$ cat config.mk
export PLATFORM = sky130hd
export DESIGN_NAME = axis_frame_ingress
export DESIGN_NICKNAME = d
export VERILOG_FILES = /design/src/rtl/axis_frame_ingress.sv
export SDC_FILE = /design/constraint.sdc
export NUM_CORES = 1
export LEC_CHECK = 0
export BUFFER_PORTS_ARGS = -buffer_cell sky130_fd_sc_hd__buf_2
export CAP_MARGIN = 40
export CELL_PAD_IN_SITES_DETAIL_PLACEMENT = 1
export CELL_PAD_IN_SITES_GLOBAL_PLACEMENT = 1
export CORE_UTILIZATION = 30
export CTS_CLUSTER_DIAMETER = 60
export DETAILED_ROUTE_END_ITERATION = 10
export PLACE_DENSITY_LB_ADDON = 0.1
export SETUP_SLACK_MARGIN = 0.02
export SKIP_LAST_GASP = 1
export SLEW_MARGIN = 10
export SYNTH_ARGS = -nofsm -noshare
export SYNTH_HDL_FRONTEND = slang
export SYNTH_SLANG_ARGS = --single-unit
$ cat constraint.sdc
create_clock -name clk -period 14.93 [get_ports clk]
set_input_delay 1.493 -clock clk [delete_from_list [all_inputs] [get_ports clk]]
set_output_delay 1.493 -clock clk [all_outputs]
set_load 0.01 [all_outputs]
$ cat src/rtl/axis_frame_ingress.sv
// axis_frame_ingress
//   AXI4-Stream video ingress. Frames camera beats by SOF (tuser) and EOL
//   (tlast), checks line/frame geometry against IMG_W/IMG_H, and forwards
//   beats through a 2-entry skid buffer tagged with counter-derived sof/eol.
//
// Ports
//   clk, rst_n           clock, synchronous active-low reset
//   s_axis_*             upstream stream (tready is registered)
//   frame_type_i         frame type, sampled on the SOF beat
//   dout/dout_vld/dout_rdy, dout_sof, dout_eol   local output stream
//   frame_start          1-cycle pulse per accepted SOF
//   frame_type_o         type latched at the last SOF
//   frame_cnt            accepted SOF count (wraps)
//   err_early_eol, err_missing_eol, err_short_frame, err_orphan   1-cycle pulses
//   err_sticky           {orphan, short_frame, missing_eol, early_eol}
//   err_clr              clears err_sticky (a same-cycle pulse still sets)
module axis_frame_ingress #(
  parameter int DATA_W      = 64,
  parameter int PIX_W       = 8,
  parameter int IMG_W       = 2048,
  parameter int IMG_H       = 2048,
  parameter int DROP_ORPHAN = 1
) (
  input  logic              clk,
  input  logic              rst_n,
  input  logic [DATA_W-1:0] s_axis_tdata,
  input  logic              s_axis_tvalid,
  output logic              s_axis_tready,
  input  logic              s_axis_tlast,
  input  logic              s_axis_tuser,
  input  logic [1:0]        frame_type_i,
  output logic [DATA_W-1:0] dout,
  output logic              dout_vld,
  input  logic              dout_rdy,
  output logic              dout_sof,
  output logic              dout_eol,
  output logic              frame_start,
  output logic [1:0]        frame_type_o,
  output logic [15:0]       frame_cnt,
  output logic              err_early_eol,
  output logic              err_missing_eol,
  output logic              err_short_frame,
  output logic              err_orphan,
  output logic [3:0]        err_sticky,
  input  logic              err_clr
);

  localparam int BPL  = IMG_W * PIX_W / DATA_W;
  localparam int BC_W = (BPL > 1)   ? $clog2(BPL)   : 1;
  localparam int LC_W = (IMG_H > 1) ? $clog2(IMG_H) : 1;
  localparam logic [BC_W-1:0] BC_LAST = BC_W'(BPL - 1);
  localparam logic [LC_W-1:0] LC_LAST = LC_W'(IMG_H - 1);

  typedef enum logic {IDLE = 1'b0, ACTIVE = 1'b1} state_t;

  typedef struct packed {
    logic              sof;
    logic              eol;
    logic [DATA_W-1:0] data;
  } beat_t;

  state_t          state;
  logic [BC_W-1:0] beat_cnt;
  logic [LC_W-1:0] line_cnt;

  // ---------------- beat classification ----------------
  logic            accept, in_frame, at_last, line_end, push, pop;
  logic [BC_W-1:0] bc_eff;
  logic [LC_W-1:0] lc_eff;
  beat_t           in_beat;

  always_comb begin
    accept   = s_axis_tvalid & s_axis_tready;
    // A SOF restarts geometry, so its checks run against beat 0 / line 0.
    bc_eff   = s_axis_tuser ? '0 : beat_cnt;
    lc_eff   = s_axis_tuser ? '0 : line_cnt;
    in_frame = s_axis_tuser | (state == ACTIVE);
    at_last  = (bc_eff == BC_LAST);
    line_end = in_frame & (s_axis_tlast | at_last);
    push     = accept & (in_frame | (DROP_ORPHAN == 0));
    pop      = dout_vld & dout_rdy;
    in_beat.sof  = s_axis_tuser;
    in_beat.eol  = line_end;
    in_beat.data = s_axis_tdata;
  end

  // ---------------- framing FSM + status ----------------
  always_ff @(posedge clk) begin
    if (!rst_n) begin
      state           <= IDLE;
      beat_cnt        <= '0;
      line_cnt        <= '0;
      frame_start     <= 1'b0;
      frame_type_o    <= 2'b00;
      frame_cnt       <= 16'd0;
      err_early_eol   <= 1'b0;
      err_missing_eol <= 1'b0;
      err_short_frame <= 1'b0;
      err_orphan      <= 1'b0;
      err_sticky      <= 4'b0000;
    end else begin
      frame_start     <= 1'b0;
      err_early_eol   <= 1'b0;
      err_missing_eol <= 1'b0;
      err_short_frame <= 1'b0;
      err_orphan      <= 1'b0;
      // Sticky sees the registered pulses, so set beats a same-cycle clear.
      err_sticky <= (err_clr ? 4'b0000 : err_sticky)
                  | {err_orphan, err_short_frame, err_missing_eol, err_early_eol};
      if (accept) begin
        if (s_axis_tuser) begin
          frame_start     <= 1'b1;
          frame_type_o    <= frame_type_i;
          frame_cnt       <= frame_cnt + 16'd1;
          err_short_frame <= (state == ACTIVE);
        end
        if (!in_frame) begin
          err_orphan <= 1'b1;
        end else begin
          err_early_eol   <= s_axis_tlast & ~at_last;
          err_missing_eol <= at_last & ~s_axis_tlast;
          if (line_end) begin
            beat_cnt <= '0;
            if (lc_eff == LC_LAST) begin
              state    <= IDLE;
              line_cnt <= '0;
            end else begin
              state    <= ACTIVE;
              line_cnt <= lc_eff + 1'b1;
            end
          end else begin
            state    <= ACTIVE;
            beat_cnt <= bc_eff + 1'b1;
            line_cnt <= lc_eff;
          end
        end
      end
    end
  end

  // ---------------- 2-entry skid buffer ----------------
  beat_t      mem [2];
  logic       wr_ptr, rd_ptr;
  logic [1:0] occ, occ_nxt;

  always_comb begin
    occ_nxt = occ;
    if (push && !pop)      occ_nxt = occ + 2'd1;
    else if (!push && pop) occ_nxt = occ - 2'd1;
  end

  always_ff @(posedge clk) begin
    if (!rst_n) begin
      mem[0]        <= '0;
      mem[1]        <= '0;
      wr_ptr        <= 1'b0;
      rd_ptr        <= 1'b0;
      occ           <= 2'd0;
      s_axis_tready <= 1'b0;
    end else begin
      if (push) begin
        mem[wr_ptr] <= in_beat;
        wr_ptr      <= ~wr_ptr;
      end
      if (pop) rd_ptr <= ~rd_ptr;
      occ <= occ_nxt;
      // tready only when a free slot is guaranteed for the next cycle.
      s_axis_tready <= (occ_nxt < 2'd2);
    end
  end

  assign dout_vld = (occ != 2'd0);
  assign dout     = mem[rd_ptr].data;
  assign dout_sof = mem[rd_ptr].sof;
  assign dout_eol = mem[rd_ptr].eol;

endmodule

==> run metrics, run 1 <==
Synth async-reset ratio 0; post-synthesis cell count 646; clock-pin slew on the worst setup and hold paths 0.07 ns; DRC 0; CTS buffer count 17; cell depth of the worst hold path 1; worst-path fanout max 27; switch share 0.2393; vias in the first global route 5742; layout cell share with drive strength beyond 1 0.3529; Post-CTS Setup Bufs 0; CP Capture Type register; fmax 0.2819 GHz; max-slew violations 0; antenna violations before repair 0; Synth Area in XOR/XNOR 0.01708; first-pass GRT wire length 31710 um; Initial Utilization 0.3052; fin nets 886; WL final 20020 um; NetSw 265.0 uW; Cell Chain, Critical Path buf_2 > nor2b_1 > ha_1 > and4_1 > a21oi_2 > nor2_1 > a32o_1 > and3_1; worst setup path class primary input to register; Flop pwr share 0.520; Seq cells post-synth 185; Die Wd 167.4 um; min cycle time layout 3.547 ns; R2R Path End mem[1][65]$_SDFFCE_PN0P_; Antenna Violating Nets Remaining 0; commonest non-fill, non-tap cell in the layout buf_2; GRT Total Usage 0.1462; post-cts resize count 0; worst hold slack 0.4736 ns; Slew headroom 0.4919; core area 26880 um2; Post-Synth Adder-Cell Area 0.009152; # rows 60; mapped cell area 8203 um2; largest net degree at the start of global routing 65; CP arrival 3.86 ns; status finished, final reports clean; Pwr Density 109.7 nW/um2; clock latency on the worst-skew pair 0.42 ns; area grow syn2layout 23.06%; TritonRoute pass-1 iters 4; Final setup viols 0; Setup Skew 0.01335 ns; DPL Wire Length 13460 um; Reg-to-Reg Start s_axis_tready$_SDFF_PN0_; mux contribution to synthesized area 0.09060; sequential area share after synthesis 0.6126; Gate power share 0.076; Post-Syn Nets 725; R2R Setup Slk 12.46 ns; CTS Hold Bufs 0; period utilization 0.2376; Req. time, crit path 15.25 ns; Hold Path End err_sticky[1]$_SDFF_PN0_; CTS sink cnt 185; Buf+Inv Stages, Crit Path 1; Synth Area in Compound Gates 0.05095; RSZ-0062 raised after global routing no; Slowest cell on crit path a21oi_2; boundary pin count 168; overall power 1107 uW; CP Launch Type primary input; Final TNS setup 0 ns; most frequent cells in the layout 167 x buf_2, 147 x and2_1, 132 x edfxtp_1; syn avg cell area 12.70 um2; Clk pwr share 0.404; Least-Margin Pin Slew 0.7622 ns; H-tree lvl count 4; Vias 5426; input/output buffers 167; Ys Warns 0; Synth cell types 54; Post-synth EDFFs 132; leakage 0.004114 uW; Peak VDD IR 0.05446 mV; Hold Path Origin err_missing_eol$_SDFF_PN0_; per-cell routed wire length 17.23 um; worst-case reg-to-reg path depth 6; GPL Wtd Cong 0.7459; FILL cells 2887; die height 167.4 um; Final Hold Fails 0; Cell Int Power 842.5 uW; Max Cap Viol 0; initial DRC count 283; Post-synth top flop edfxtp_1; grt ovf 0; DIE AREA 28010 um2; max incr delay on CP 0.64 ns; delay-heaviest family, CP compound AO/OA/AOI/OAI gates; Vias/cell 4.670; Post-Synth Simple-Gate Area 0.1981; largest family of logic cells by synthesized area simple AND/OR/NAND/NOR gates; clock root buffer clkbuf_16; CTS tree built; clk buf depth 2; Hold Path Class register to register
## registers in the layout, indices dropped and copies added (netlist names), named ones only
signal	cells
wr_ptr	1
err_sticky	4
beat_cnt	8
mem	132
frame_type_o	2
occ	2
frame_start	1
err_short_frame	1
s_axis_tready	1
err_early_eol	1
err_orphan	1
frame_cnt	16
state	1
line_cnt	11
rd_ptr	1
err_missing_eol	1
## worst register-to-register path, stage by stage (launching register included)
cell      delay, ns
dfxtp_1        0.48
o211ai_2       0.37
inv_2          0.30
and2_1         0.24
nand2_1        0.13
nand2_4        0.26
buf_16         0.32
## routing by layer
metal	track usage	wire (um)	up-vias
li1	-	-	2625
met1	0.1833	9111	2695
met2	0.2560	10150	98
met3	0.02883	617	8
met4	0.03789	147	0
met5	0	0	-
## cell families after synthesis
kind of cell,after synthesis
flip-flops,185
buffers and inverters,42
AO/OA/AOI/OAI,58
multiplexers,66
AND/OR/NAND/NOR,273
adder cells (fa/ha/maj),6
XOR/XNOR,16
## power by group through the flow
stage | Combinational, uW | Clock [uW] | Sequential [uW]
after floorplan | 45.1 | 0 | 588
after global placement | 79.5 | 0 | 589
after detailed placement | 86.2 | 0 | 588
after CTS | 86.6 | 463 | 576
after global routing | 92.0 | 482 | 578
final | 84.2 | 448 | 576
## stage by stage
stage               worst slack [ns]  area [um2]  std cells  utilization
floorplan                      7.737        8203        646            -
global placement               10.77        9369       1123       0.3486
detailed placement             10.97        9507       1129       0.3537
CTS                            11.43       10090       1160       0.3754
global route                   11.25       10090       1160       0.3754
finish                         11.38       10090       1162       0.3756
## Yosys cell counts (2+ instances only)
| library cell | number | area, um2 |
|---|---|---|
| and2_1 | 147 | 919.6 |
| edfxtp_1 | 132 | 3964 |
| mux2_2 | 66 | 743.2 |
| dfxtp_1 | 53 | 1061 |
| nand2_1 | 35 | 131.4 |
| clkbuf_1 | 28 | 105.1 |
| nor2b_1 | 16 | 100.1 |
| o21ai_0 | 15 | 75.07 |
| nand3_1 | 13 | 65.06 |
| xnor2_1 | 13 | 113.9 |
| nor2_1 | 12 | 45.04 |
| and3_1 | 10 | 62.56 |
| nor3_1 | 10 | 50.05 |
| inv_1 | 8 | 30.03 |
| a21boi_0 | 6 | 45.04 |
| ha_1 | 6 | 75.07 |
| nand4_1 | 6 | 37.54 |
| o21a_1 | 5 | 37.54 |
| a21oi_1 | 4 | 20.02 |
| a31oi_1 | 4 | 25.02 |
| nand2b_1 | 4 | 25.02 |
| nand4b_1 | 4 | 35.03 |
| a21o_1 | 3 | 22.52 |
| a32o_1 | 3 | 30.03 |
| o31ai_1 | 3 | 22.52 |
| xor2_1 | 3 | 26.28 |
| and4_1 | 2 | 17.52 |
| buf_2 | 2 | 10.01 |
| buf_6 | 2 | 22.52 |
| nor3_2 | 2 | 20.02 |
| nor3b_1 | 2 | 15.01 |
| nor4_1 | 2 | 12.51 |
| o2111ai_1 | 2 | 17.52 |
| o211ai_1 | 2 | 15.01 |
| or2_2 | 2 | 12.51 |
## area by class of cell
| cell class | instances | area, um2 | share of cell area |
|---|---|---|---|
| Sequential cell | 185 | 5029 | 0.4981 |
| Multi-Input combinational cell | 419 | 3029 | 0.3001 |
| Timing Repair Buffer | 175 | 988.4 | 0.09792 |
| Tap cell | 341 | 426.7 | 0.04227 |
| Clock buffer | 17 | 425.4 | 0.04214 |
| Clock inverter | 14 | 157.7 | 0.01562 |
| Inverter | 9 | 33.78 | 0.003347 |
| Antenna cell | 2 | 5.005 | 0.0004958 |
## how the worst max path moves through the flow
stage,from,endpoint,cells past startpoint
after floorplan,s_axis_tuser,mem[0][0]$_SDFFCE_PN0P_,4
after global placement,s_axis_tuser,mem[1][19]$_SDFFCE_PN0P_,6
after detailed placement,s_axis_tuser,mem[1][19]$_SDFFCE_PN0P_,7
after CTS,s_axis_tuser,mem[1][65]$_SDFFCE_PN0P_,7
after global routing,s_axis_tuser,mem[1][65]$_SDFFCE_PN0P_,7
final,s_axis_tuser,line_cnt[9]$_SDFFE_PN0P_,8
Note: power is estimated with default switching activity, not from simulation.
==> run 2: changes to the inputs <==
- ABC_AREA: not set -> 1
- clock period: 14.93 -> 3 ns (I/O delays scaled with it)
==> run metrics, run 2 <==
RSZ-0062 raised after global routing no; mapped cell area 8379 um2 (+2.2%); fmax 0.4303 GHz; Post-synth top cells 184 x nor2_1, 132 x edfxtp_1, 106 x inv_1; Vias/cell 4.394 (-5.9%); leakage 0.004446 uW (+8.1%); clock root buffer clkbuf_16; per-cell routed wire length 15.26 um (-11%); Least-Margin Pin Slew 0.8075 ns (+0.04529 ns); Ys Warns 0 (unchanged); core area 27180 um2 (+1.1%); CP arrival 2.02 ns (-1.84 ns); syn avg cell area 10.33 um2 (-19%); vias in the first global route 6319 (+10%); die height 169.1 um (+1.1%); boundary pin count 168 (unchanged); layout cell share with drive strength beyond 1 0.3141 (-0.03873); Req. time, crit path 2.70 ns (-12.55 ns); H-tree lvl count 4 (unchanged); Hold Path Class primary input to register; Post-Syn Nets 890 (+23%); antenna violations before repair 1 (+1); CTS buffer count 17 (unchanged); commonest non-fill, non-tap cell in the layout nor2_1; TritonRoute pass-1 iters 4 (unchanged); Max Cap Viol 0 (unchanged); Peak VDD IR 0.2821 mV (+420%); CTS Hold Bufs 0 (unchanged); clk buf depth 2 (unchanged); top-area cell type share of the netlist area 0.4730 (-0.01017); Synth cell types 41 (-24%); CTS tree built; DPL Wire Length 14200 um (+5.5%); WL final 20790 um (+3.8%); Final TNS setup 0 ns (unchanged); synth top area cells edfxtp_1 47%, dfxtp_1 13%, mux2_2 8.9%, nor2_1 8.2%, inv_1 4.7%; period utilization 0.7747; Final setup viols 0 (unchanged); Antenna Violating Nets Remaining 0 (unchanged); Vias 5985 (+10%); status finished, final reports clean; worst setup path class register to output pin; CP Capture Type output pin; CTS sink cnt 185 (unchanged); Seq cells post-synth 185 (unchanged); min cycle time layout 2.324 ns; max-slew violations 0 (unchanged); FILL cells 3118 (+8.0%); worst-path fanout max 22 (-19%); Initial Utilization 0.3083 (+0.003119); Final Hold Fails 0 (unchanged); Post-synth EDFFs 132 (unchanged); GRT Total Usage 0.1523 (+0.006160); largest net degree at the start of global routing 67 (+3.1%); CP Launch Type register; area grow syn2layout 21.38%; Slew headroom 0.4617 (-0.03020); Post-CTS Setup Bufs 0 (unchanged); Largest regs mem (132), frame_cnt (16), line_cnt (11); sequential area share after synthesis 0.5997 (-0.01290); largest area contributor in the synthesized netlist edfxtp_1; Most flops, register mem; diode count 0 (-2); GPL Wtd Cong 0.7431 (-0.38%); initial DRC count 232 (-18%); post-synthesis cell count 811 (+26%); input/output buffers 167 (unchanged); DRC 0 (unchanged); most frequent cells in the layout 184 x nor2_1, 167 x buf_2, 132 x edfxtp_1; Pwr Density 558.1 nW/um2 (+410%); grt ovf 0 (unchanged); # rows 60 (unchanged); post-cts resize count 0 (unchanged); Post-synth top flop edfxtp_1; clock-pin slew on the worst setup and hold paths 0.08 ns (about the same); Die Wd 169.1 um (+1.1%); max reg flops 132 (unchanged); DIE AREA 28600 um2 (+2.1%); Synth async-reset ratio 0 (unchanged); top-count cell post-synth nor2_1; Setup Skew 0.01247 ns (-0.0008798 ns); first-pass GRT wire length 33670 um (+6.2%); overall power 5676 uW (+410%); clock latency on the worst-skew pair 0.42 ns (about the same); fin nets 1057 (+19%)
## run 2: cell types whose count changed in the layout (fill, tap and decap cells not counted), moves of 6 or more
cell	change
nor2_1	+173
nand3_1	+15
nor2b_1	-16
a21oi_1	+19
and3_1	-8
inv_1	+98
and2_1	-147
nand2_1	+59
nor2_2	+8
a21boi_0	-6
buf_4	+7
xnor2_1	-9
## run 2: final timing paths
kind	startpoint	endpoint	slack, ns	cells after the start
worst max-delay path	register	dout[16]	0.68	3
worst min register to register	frame_type_o[1]$_SDFFE_PN0P_	frame_type_o[1]$_SDFFE_PN0P_	0.47	2
worst max register to register	s_axis_tready$_SDFF_PN0_	mem[1][50]$_SDFFCE_PN0P_	1.13	7
worst min-delay path	frame_type_i[0]	frame_type_o[0]$_SDFFE_PN0P_	0.12	3
## run 2: per-stage QoR
| step | hold slack [ns] | setup slack [ns] | area [um2] | util | cells |
|---|---|---|---|---|---|
| floorplan | 0.3787 | 0.6367 | 8384 | - | 811 |
| global placement | 0.4536 | 0.9074 | 9612 | 0.3537 | 1331 |
| detailed placement | 0.4591 | 0.9106 | 9612 | 0.3537 | 1331 |
| CTS | 0.09082 | 0.5919 | 10170 | 0.3743 | 1362 |
| global route | 0.1170 | 0.5408 | 10170 | 0.3743 | 1362 |
| finish | 0.1160 | 0.6758 | 10170 | 0.3743 | 1362 |
## run 2: cell families (layout without fill, tap and decap cells)
logic type / after synthesis / in the layout / share of synthesized area
DFF: 185 / 185 / 0.5997
muxes: 66 / 66 / 0.08870
xor gates and xnor gates: 10 / 10 / 0.01045
adders and majority gates: 6 / 6 / 0.008959
AOI/OAI and AO/OA: 48 / 48 / 0.03151
buffers and inverters: 145 / 324 / 0.07809
and+or+nand+nor: 351 / 351 / 0.1826
## run 2: worst max-delay path, cell delays in order, from the launching register on
cell	delay, ns
dfxtp_2	0.75
buf_4	0.35
mux2_2	0.36
buf_2	0.14
## run 2: routing by layer
| layer | vias up | GRT usage | routed length [um] |
|---|---|---|---|
| met3 | 14 | 0.03016 | 751 |
| met5 | - | 0 | 13 |
| li1 | 2984 | - | - |
| met1 | 2883 | 0.2000 | 9633 |
| met2 | 102 | 0.2594 | 10230 |
| met4 | 2 | 0.03173 | 158 |
## run 2: final cells by class
type | count | area (um2) | share of cell area
Clock inverter | 14 | 133.9 | 0.01316
Inverter | 113 | 431.7 | 0.04244
Clock buffer | 17 | 425.4 | 0.04183
Sequential cell | 185 | 5026 | 0.4942
Multi-Input combinational cell | 481 | 2718 | 0.2672
Tap cell | 372 | 465.4 | 0.04576
Timing Repair Buffer | 180 | 970.9 | 0.09546
## run 2: where the power goes
group,internal [uW],switching (uW),leakage (uW)
clock,1100,1050,0.000266
combinational,264,370,0.00238
sequential,2840,48.1,0.00180
